===== src/rtl/disp_pkg.sv =====
// Shared definitions for the 7-segment result display.
//   disp_state_t : display sequencing states
//   SEG_BLANK    : all segments off
//   GLYPHS       : hex digit -> {g,f,e,d,c,b,a} segment pattern, active-high
//   next_phase() : successor of a state in the looping digit/gap sequence
package disp_pkg;

  typedef enum logic [2:0] {
    IDLE,
    SHOW_HI,
    GAP_HI,
    SHOW_LO,
    GAP_LO
  } disp_state_t;

  localparam logic [6:0] SEG_BLANK = 7'h00;

  localparam logic [6:0] GLYPHS [16] = '{
    7'h3F, 7'h06, 7'h5B, 7'h4F, 7'h66, 7'h6D, 7'h7D, 7'h07,
    7'h7F, 7'h6F, 7'h77, 7'h7C, 7'h39, 7'h5E, 7'h79, 7'h71
  };

  // IDLE is only left through a load, so it maps to itself here.
  function automatic disp_state_t next_phase(input disp_state_t s);
    case (s)
      SHOW_HI: next_phase = GAP_HI;
      GAP_HI:  next_phase = SHOW_LO;
      SHOW_LO: next_phase = GAP_LO;
      GAP_LO:  next_phase = SHOW_HI;
      default: next_phase = IDLE;
    endcase
  endfunction

endpackage


===== src/rtl/hex_to_seg.sv =====
// Combinational hex nibble to 7-segment glyph decoder.
//   nibble : in  4 - hex digit 0..F
//   glyph  : out 7 - segments {g,f,e,d,c,b,a}, active-high
module hex_to_seg
  import disp_pkg::*;
(
  input  logic [3:0] nibble,
  output logic [6:0] glyph
);

  assign glyph = GLYPHS[nibble];

endmodule


===== src/rtl/seg_display_driver.sv =====
// Latches a result byte and time-multiplexes it as two hex digits (high nibble,
// then low nibble) on one 7-segment display, blanking between digits.
//   clk        : in  1 - clock, all state on posedge
//   Reset      : in  1 - synchronous reset, active-high (wins over everything)
//   ena        : in  1 - 0 blanks the display and freezes the sequence
//   value      : in  8 - result byte
//   value_load : in  1 - capture value and restart at the high digit
//   seg        : out 7 - segments {g,f,e,d,c,b,a}, registered
//   dp         : out 1 - decimal point, registered
//   busy       : out 1 - a value has been loaded since reset
// Configuration: define DISP_DP_MARK_EN to light dp while the low digit is shown;
// otherwise dp stays 0.
module seg_display_driver
  import disp_pkg::*;
#(
  parameter int DIGIT_CYCLES = 12_500_000,
  parameter int GAP_CYCLES   = 2_500_000
) (
  input  logic       clk,
  input  logic       Reset,
  input  logic       ena,
  input  logic [7:0] value,
  input  logic       value_load,
  output logic [6:0] seg,
  output logic       dp,
  output logic       busy
);

  localparam int MAX_CYCLES = (DIGIT_CYCLES > GAP_CYCLES) ? DIGIT_CYCLES : GAP_CYCLES;
  localparam int CNT_W      = $clog2(MAX_CYCLES + 1);
  localparam logic [CNT_W-1:0] DIGIT_LAST = CNT_W'(DIGIT_CYCLES - 1);
  localparam logic [CNT_W-1:0] GAP_LAST   = CNT_W'(GAP_CYCLES - 1);

  disp_state_t      state_q, state_d;
  logic [CNT_W-1:0] cnt_q, cnt_d;
  logic [7:0]       held_q, held_d;
  logic [6:0]       seg_d;
  logic             dp_d;
  logic [3:0]       nibble;
  logic [6:0]       glyph;
  logic             showing_d;

  // NOTE: every always_comb output gets a default first so no path leaves it
  // unassigned, which would infer a latch.
  always_comb begin
    state_d = state_q;
    cnt_d   = cnt_q;
    held_d  = held_q;
    if (value_load) begin
      // A load is always accepted and aborts whatever digit/gap is in progress.
      held_d  = value;
      state_d = SHOW_HI;
      cnt_d   = '0;
    end else if (ena && state_q != IDLE) begin
      if (cnt_q == (((state_q == SHOW_HI) || (state_q == SHOW_LO)) ? DIGIT_LAST : GAP_LAST)) begin
        cnt_d   = '0;
        state_d = next_phase(state_q);
      end else begin
        cnt_d = cnt_q + 1'b1;
      end
    end
  end

  // Segments are decoded from the next state so the register lines up with the
  // state it describes: a load shows the high digit on the very next cycle.
  assign nibble    = (state_d == SHOW_LO) ? held_d[3:0] : held_d[7:4];
  assign showing_d = (state_d == SHOW_HI) || (state_d == SHOW_LO);

  hex_to_seg u_hex_to_seg (
    .nibble (nibble),
    .glyph  (glyph)
  );

  always_comb begin
    seg_d = (ena && showing_d) ? glyph : SEG_BLANK;
`ifdef DISP_DP_MARK_EN
    dp_d  = ena && (state_d == SHOW_LO);
`else
    dp_d  = 1'b0;
`endif
  end

  // NOTE: sequential state uses non-blocking assignments so every register
  // samples the pre-edge values, independent of statement order.
  always_ff @(posedge clk) begin
    if (Reset) begin
      state_q <= IDLE;
      cnt_q   <= '0;
      held_q  <= 8'h00;
      seg     <= SEG_BLANK;
      dp      <= 1'b0;
    end else begin
      state_q <= state_d;
      cnt_q   <= cnt_d;
      held_q  <= held_d;
      seg     <= seg_d;
      dp      <= dp_d;
    end
  end

  assign busy = (state_q != IDLE);

endmodule

===== config.mk =====
export PLATFORM = sky130hd
export DESIGN_NAME = seg_display_driver
export DESIGN_NICKNAME = d
export VERILOG_FILES = /design/src/rtl/disp_pkg.sv /design/src/rtl/hex_to_seg.sv /design/src/rtl/seg_display_driver.sv
export SDC_FILE = /design/constraint.sdc
export NUM_CORES = 1
export LEC_CHECK = 0
export BUFFER_PORTS_ARGS = -buffer_cell sky130_fd_sc_hd__buf_2
export CORE_MARGIN = 3
export CORE_UTILIZATION = 62
export CTS_BUF_LIST = sky130_fd_sc_hd__clkbuf_8
export DETAILED_ROUTE_END_ITERATION = 10
export PLACE_DENSITY = 0.8
export SKIP_CTS_REPAIR_TIMING = 1
export SYNTH_ARGS = -nofsm -noshare
export SYNTH_HDL_FRONTEND = slang
export SYNTH_SLANG_ARGS = --single-unit
export TNS_END_PERCENT = 10

===== constraint.sdc =====
create_clock -name clk -period 3.66 [get_ports clk]
set_input_delay 0.549 -clock clk [delete_from_list [all_inputs] [get_ports clk]]
set_output_delay 0.549 -clock clk [all_outputs]
set_load 0.005 [all_outputs]

==> run_results.csv, run 1 <==
group,metric,value,unit
worst_setup_path,slowest_stage,"a2111oi_2",
finish,finalNonFillerCells,325,
cts,cts_tree,"done",
sta,timing.fmax,333.6,MHz
sta,hold_viol,0,
synthesis,synth.top_cell.area_share,0.3502,
synthesis,synth.distinct_cells,61,
grt,grt_antenna_before_repair,0,
finish,seqCellArea,840.8,um2
grt,gr-total-overflow,0,
cts,cts_buffers,5,
grt,first_global_vias,1706,
synthesis,muxShareOfSynthArea,0.04221,
finish,postLayoutCoreUtil,0.7374,
worst_setup_path,cp-end-kind,"flip-flop",
cts,cts.sinks,42,
floorplanning,coreArea,3521,um2
power_and_ir_drop,ir_drop,0.2795,mV
synthesis,synth_area_leaders,"dfxtp_1 (35%), nor2_1 (5.5%), xor2_1 (5.5%)",
cts,path_clk_slew,0.07,ns
worst_setup_path,crit_fanout,6,
synthesis,synth_top_family_by_area,"simple AND/OR/NAND/NOR gates",
placement,dp_slack,0.6956,ns
routing,drcViolationCount,0,
worst_setup_path,worstPathArrival,3.21,ns
cts,clockBufferDepth,2,
power_and_ir_drop,p_leak,0.9951,nW
finish,finalNetCount,298,
synthesis,synth_edf_count,0,
finish,drive_above_1_share,0.2115,
sta,finalSetupViolCount,0,
synthesis,ys_async_sr_fraction,0,
routing,wl_per_cell,13.87,um
grt,grt_pass1_wl,7886,um
finish,area_growth_syn_to_layout,8.129,%
synthesis,ys_warn_count,0,
worst_hold_path,hold_path_class,"flip-flop to flip-flop",
synthesis,synth_xor_area_frac,0.08390,
synthesis,ys_ff_latch,42,
floorplanning,die_area,4655,um2
sta,holdWs,0.4626,ns
synthesis,ys_seq_area_frac,0.3502,
floorplanning,io_pins,21,
worst_setup_path,worstPathRequired,3.87,ns
synthesis,ys.flop_type,"dfxtp_1",
synthesis,synthCells,260,
flow_run,cap_violations,0,
sta,setup_ws,0.6628,ns
sta,worstMarginPinSlew,0.7882,ns
floorplanning,initial_core_util,0.6819,
synthesis,synth_area,2401,um2
routing,drtIter0Drc,169,
cts,clk_latency,0.28,ns
cts,root_buffer,"clkbuf_8",
placement,dp_cells,317,
synthesis,yosysTopAreaCell,"dfxtp_1",
routing,wirelength,4508,um
sta,rsz0062_at_grt,"false",
status,status,"finished, final reports clean",
grt,grtUsageTotal,0.2231,
worst_setup_path,crit_type,"flip-flop to flip-flop",
worst_setup_path,path_cells,"nand4bb_1 > or4_4 > a2111oi_4 > mux2_4 > a2111oi_2 > nand2_1 > o211ai_2",
routing,drt_pass1_iterations,4,
synthesis,synthAdderAreaFrac,0.04169,
synthesis,synth_fp_nets,280,
sta,max-slew-margin-rel,0.4745,
sta,fin_tns_setup,0,ns
power_and_ir_drop,p_per_area,331.5,nW/um2
worst_setup_path,slowest_delay,0.65,ns
floorplanning,rows,21,
synthesis,synthSimpleGateAreaFrac,0.2517,
finish,diodes,0,
routing,via_per_inst,5.797,
synthesis,avgSynthCellArea,9.235,um2
sta,finalMaxSlewViolations,0,
placement,port_buffers,19,
grt,grt_max_degree,25,
floorplanning,die_y,68.23,um
finish,multi_input_area,1470,um2
floorplanning,dieWidth,68.23,um
cts,htreeDepth,2,
sta,finalCriticalPeriod,2.997,ns
routing,ant_nets,0,
synthesis,synth_compound_area_frac,0.1912,
placement,gp_congestion,0.8674,
finish,fill_cells,274,
routing,vias,1884,
sta,period_share,0.8189,
sta,skew,0.004156,ns
worst_setup_path,cp-start-kind,"flip-flop",
placement,dp_hpwl,3347,um
-- through the flow --
step / instance area [um2] / total power [mW]
floorplan: 2401 / 0.5545
global placement: 2505 / 0.5753
detailed placement: 2505 / 0.5765
CTS: 2596 / 0.8715
global route: 2596 / 0.9121
finish: 2596 / 0.8607
-- sequential cells by signal, indices dropped and copies added, names as in the netlist --
name,cells
cnt_q,24
state_q,3
held_q,8
seg,7
-- path summary, 6_finish.rpt --
path | from | end | slack, ns | depth (start not counted)
setup / recovery | cnt_q[15] | seg[0] | 0.66 | 7
hold / removal | held_q[0] | held_q[0] | 0.46 | 2
setup reg to reg | cnt_q[15] | seg[0] | 0.66 | 7
hold reg to reg | held_q[0] | held_q[0] | 0.46 | 2
-- power breakdown --
part	switching [mW]	total [mW]	internal, mW
Sequential	0.00397	0.471	0.467
Combinational	0.0573	0.0962	0.0389
Clock	0.144	0.293	0.149
Total	0.205	0.861	0.656
-- metal layers --
| layer | vias to the layer above | global-route usage | wire (um) |
|---|---|---|---|
| li1 | 957 | - | - |
| met1 | 860 | 0.3347 | 2300 |
| met2 | 60 | 0.3141 | 1866 |
| met3 | 7 | 0.05583 | 302 |
| met4 | 0 | 0.05707 | 39 |
| met5 | - | 0 | 0 |
-- placed cells by master (no fill, tap or decap), drive strengths merged, types with 3 or more instances in the layout --
master and n:
clkbuf 6, a211oi 4, a221oi 3, buf 20
and3 3, ha 8, a21oi 14, xor2 15
and2 6, mux2i 6, and4 6, nand2 30
dfxtp 42, nor2 36, nor3 5, nand2b 3
xnor2 8, inv 10, nand3 8, mux2 3
a211o 4, nand4 7, o211ai 5, or3 4
-- cell type report --
class,count,area share
multi-input cells,200,0.5663
flip-flops and latches,42,0.3239
repair buffers,20,0.03952
clock buffers,6,0.03181
well taps,46,0.02217
inverters,9,0.01301
clock inverters,2,0.003373
-- worst max-delay path, delay by kind of cell, from the launching register on --
family / cells / cell delay [ns]
AO/OA/AOI/OAI: 3 / 1.24
AND/OR/NAND/NOR: 3 / 0.92
flip-flops: 1 / 0.43
multiplexers: 1 / 0.34
-- synth_stat cells, types with 2 or more instances --
| master | number |
|---|---|
| nand2_1 | 28 |
| nand4_1 | 7 |
| a211o_1 | 2 |
| o211ai_2 | 3 |
| a21oi_1 | 13 |
| or3_1 | 4 |
| dfxtp_1 | 42 |
| and4_1 | 4 |
| nor3_1 | 5 |
| buf_2 | 3 |
| a221oi_2 | 2 |
| xor2_1 | 15 |
| nand3_1 | 8 |
| a211oi_2 | 4 |
| nand2_2 | 2 |
| nand2b_1 | 2 |
| clkbuf_1 | 2 |
| and3_1 | 3 |
| ha_1 | 8 |
| and2_1 | 6 |
| xnor2_1 | 8 |
| nor2_1 | 35 |
| mux2_4 | 2 |
| inv_1 | 8 |
| mux2i_1 | 6 |
| buf_6 | 2 |
| nor2b_1 | 2 |
-- cells by family after synthesis --
family | Yosys count
other | 1
DFF | 42
xor gates and xnor gates | 23
adders and majority gates | 8
and+or+nand+nor | 116
AOI/OAI and AO/OA | 43
buffers and inverters | 18
muxes | 9
Power figures use the tool's default switching activity.
==> run 2: changes to the inputs <==
--- a/config.mk
+++ b/config.mk
@@ -5,12 +5,13 @@
 export SDC_FILE = /design/constraint.sdc
 export NUM_CORES = 1
 export LEC_CHECK = 0
+export ABC_AREA = 1
 export BUFFER_PORTS_ARGS = -buffer_cell sky130_fd_sc_hd__buf_2
 export CORE_MARGIN = 3
-export CORE_UTILIZATION = 62
+export CORE_UTILIZATION = 61
 export CTS_BUF_LIST = sky130_fd_sc_hd__clkbuf_8
 export DETAILED_ROUTE_END_ITERATION = 10
-export PLACE_DENSITY = 0.8
+export PLACE_DENSITY = 0.79
 export SKIP_CTS_REPAIR_TIMING = 1
 export SYNTH_ARGS = -nofsm -noshare
 export SYNTH_HDL_FRONTEND = slang
==> constraint.sdc (replaced) <==
create_clock -name clk -period 3.1 [get_ports clk]
set_input_delay 0.465 -clock clk [delete_from_list [all_inputs] [get_ports clk]]
set_output_delay 0.465 -clock clk [all_outputs]
set_load 0.005 [all_outputs]
==> run 2 against run 1 <==
Sequential share of layout area up 0.35 points; maximum frequency up 14%; final area is 1.1% lower; sequential cell count is the same; synthesized cell count is 26% higher; die area decreased by 1.4%; routed wire length up 9.3%; non-clock buffer count stayed put; highest routed layer unchanged.
==> run_results.csv, run 2 <==
group,metric,value,unit
status,status,"finished, final reports clean",
finish,fill_cells,293,
floorplanning,die_area,4588,um2
cts,root_buffer,"clkbuf_8",
sta,finalMaxSlewViolations,0,
sta,rsz0062_at_grt,"false",
synthesis,ys_seq_area_frac,0.3617,
synthesis,synth_edf_count,0,
grt,grt_busiest_layer,"met1",
cts,clk_latency,0.30,ns
routing,drcViolationCount,0,
worst_setup_path,slowest_delay,0.37,ns
worst_setup_path,path_cells,"ha_1 > nand3_1 > nor2_1 > nand2_1 > nor2_2 > nand3_2 > nand2_1 > nand3_1 > nand3_4 > nand2_1 > nand2_1 > inv_1 > ha_1 > nand2_1 > nand3_1 > a21oi_1",
synthesis,synthCells,327,
synthesis,synth_common_cells,"nand2_1 (54), nor2_1 (48), inv_1 (45), dfxtp_1 (42), nand3_1 (21)",
cts,path_clk_slew,0.08,ns
grt,first_global_vias,1797,
sta,finalSetupViolCount,0,
floorplanning,dieWidth,67.74,um
worst_setup_path,cp-start-kind,"flip-flop",
grt,grtUsageMet1,0.3448,
routing,via_per_inst,5.253,
finish,regMostFlops,"cnt_q",
placement,port_buffers,19,
worst_setup_path,crit_fanout,10,
routing,ant_nets,0,
finish,layout_common_cells,"nand2_1 (54), nor2_1 (48), inv_1 (45)",
placement,dpl_cell_area,2456,um2
worst_setup_path,crit_type,"flip-flop to flip-flop",
finish,reg_top3,"cnt_q x24, held_q x8, seg x7",
routing,vias,2080,
synthesis,synth.distinct_cells,34,
worst_setup_path,cp_top_family,"simple AND/OR/NAND/NOR gates",
synthesis,ys_ff_latch,42,
finish,drive_above_1_share,0.1657,
sta,fin_tns_setup,0,ns
cts,cts_buffers,5,
sta,skew,0.01002,ns
worst_setup_path,slowest_stage,"dfxtp_1",
synthesis,synth.top_cell.area_share,0.3617,
worst_setup_path,worstPathRequired,3.33,ns
sta,hold_viol,0,
synthesis,ys_async_sr_fraction,0,
floorplanning,coreArea,3495,um2
worst_setup_path,crit_buf_inv,1,
worst_hold_path,hold_path_class,"input port to flip-flop",
flow_run,cap_violations,0,
finish,stdcell_area,2569,um2
grt,use_met3,0.05657,
sta,period_share,0.8445,
placement,dp_hpwl,3857,um
worst_setup_path,cpMostUsedCell,"nand2_1",
routing,wl_per_cell,12.44,um
finish,largest_register_ffs,24,
cts,clockBufferDepth,2,
synthesis,yosysTopAreaCell,"dfxtp_1",
floorplanning,io_pins,21,
worst_setup_path,worstPathArrival,2.84,ns
finish,diodes,0,
routing,wirelength,4925,um
routing,drt_pass1_iterations,4,
grt,grt_max_degree,13,
grt,grtUsageTotal,0.2368,
cts,cts_tree,"done",
grt,use_met2,0.3390,
synthesis,synth_area,2325,um2
sta,timing.fmax,382.0,MHz
routing,drtIter0Drc,177,
power_and_ir_drop,p_per_area,434.0,nW/um2
power_and_ir_drop,ir_drop,0.3343,mV
finish,area_growth_syn_to_layout,10.49,%
synthesis,ys.flop_type,"dfxtp_1",
finish,finalNetCount,370,
floorplanning,die_y,67.74,um
worst_setup_path,cp-end-kind,"flip-flop",
grt,grt_antenna_before_repair,0,
grt,gr-total-overflow,0,
grt,grt_pass1_wl,8162,um
synthesis,synth_fp_nets,347,
sta,finalCriticalPeriod,2.618,ns
floorplanning,rows,21,
synthesis,avgSynthCellArea,7.109,um2
power_and_ir_drop,p_leak,1.128,nW
placement,gp_congestion,0.8922,
synthesis,post-synth-top-count-cell,"nand2_1",
floorplanning,initial_core_util,0.6652,
synthesis,synth_area_leaders,"dfxtp_1 (36%), nand2_1 (8.7%), nor2_1 (7.8%)",
cts,cts.sinks,42,
synthesis,ys_warn_count,0,
cts,htreeDepth,2,
finish,final_common_cell,"nand2_1",
-- run 2: cells by family (layout without fill, tap and decap cells) --
family / count (synthesis) / in the layout / synth area share
other: 1 / 1 / 0.001613
flip-flops: 42 / 42 / 0.3617
AND/OR/NAND/NOR: 170 / 170 / 0.3509
multiplexers: 3 / 3 / 0.01292
XOR/XNOR: 3 / 3 / 0.01130
AO/OA/AOI/OAI: 48 / 48 / 0.1286
adder cells (fa/ha/maj): 8 / 8 / 0.04306
buffers and inverters: 52 / 75 / 0.08988
-- run 2: layout make-up --
cell class | instances | area, um2 | area share
Clock buffer | 6 | 82.58 | 0.03215
Clock inverter | 1 | 30.03 | 0.01169
Inverter | 48 | 180.2 | 0.07014
Multi-Input combinational cell | 233 | 1275 | 0.4963
Sequential cell | 42 | 840.8 | 0.3273
Tap cell | 46 | 57.56 | 0.02241
Timing Repair Buffer | 20 | 102.6 | 0.03994
-- run 2: per-layer routing --
metal / vias to the layer above / share of wire
met1: 913 / 0.50
met5: - / 0
met3: 7 / 0.065
met2: 54 / 0.42
li1: 1106 / -
met4: 0 / 0.011
-- run 2: power by group --
part | internal (mW) | switching (mW) | total [mW]
logic | 0.0439 | 0.0764 | 0.120
registers | 0.553 | 0.00392 | 0.557
clock network | 0.258 | 0.180 | 0.438
total | 0.854 | 0.261 | 1.11
-- run 2: worst register-to-register path, delay by kind of cell, from the launching register on --
kind	cells	cell delay, ns
AO/OA/AOI/OAI	1	0.14
AND/OR/NAND/NOR	12	1.48
adder cells (fa/ha/maj)	2	0.45
buffers and inverters	1	0.12
flip-flops	1	0.37
-- run 2: path summary, 6_finish.rpt --
kind / startpoint / endpoint / slack [ns] / cells past startpoint
worst max register to register: cnt_q[0] / seg[3] / 0.48 / 16
worst max-delay path: cnt_q[0] / seg[3] / 0.48 / 16
worst min register to register: cnt_q[20] / cnt_q[20] / 0.50 / 2
worst min-delay path: value[5] / held_q[5] / 0.47 / 3
-- run 2: stage by stage --
stage / utilization / setup WS (ns) / total power [mW] / hold slack [ns] / std cells
6_report: 0.7351 / 0.4819 / 1.115 / 0.4658 / 396
5_1_grt: 0.7351 / 0.1838 / 1.161 / 0.4962 / 396
4_1_cts: 0.7351 / 0.4899 / 1.120 / 0.4589 / 396
3_5_place_dp: 0.7028 / 0.5119 / 0.6890 / 0.4847 / 389
3_3_place_gp: 0.7028 / 0.6092 / 0.6864 / 0.4748 / 389
2_1_floorplan: - / 0.7796 / 0.6571 / 0.4555 / 327
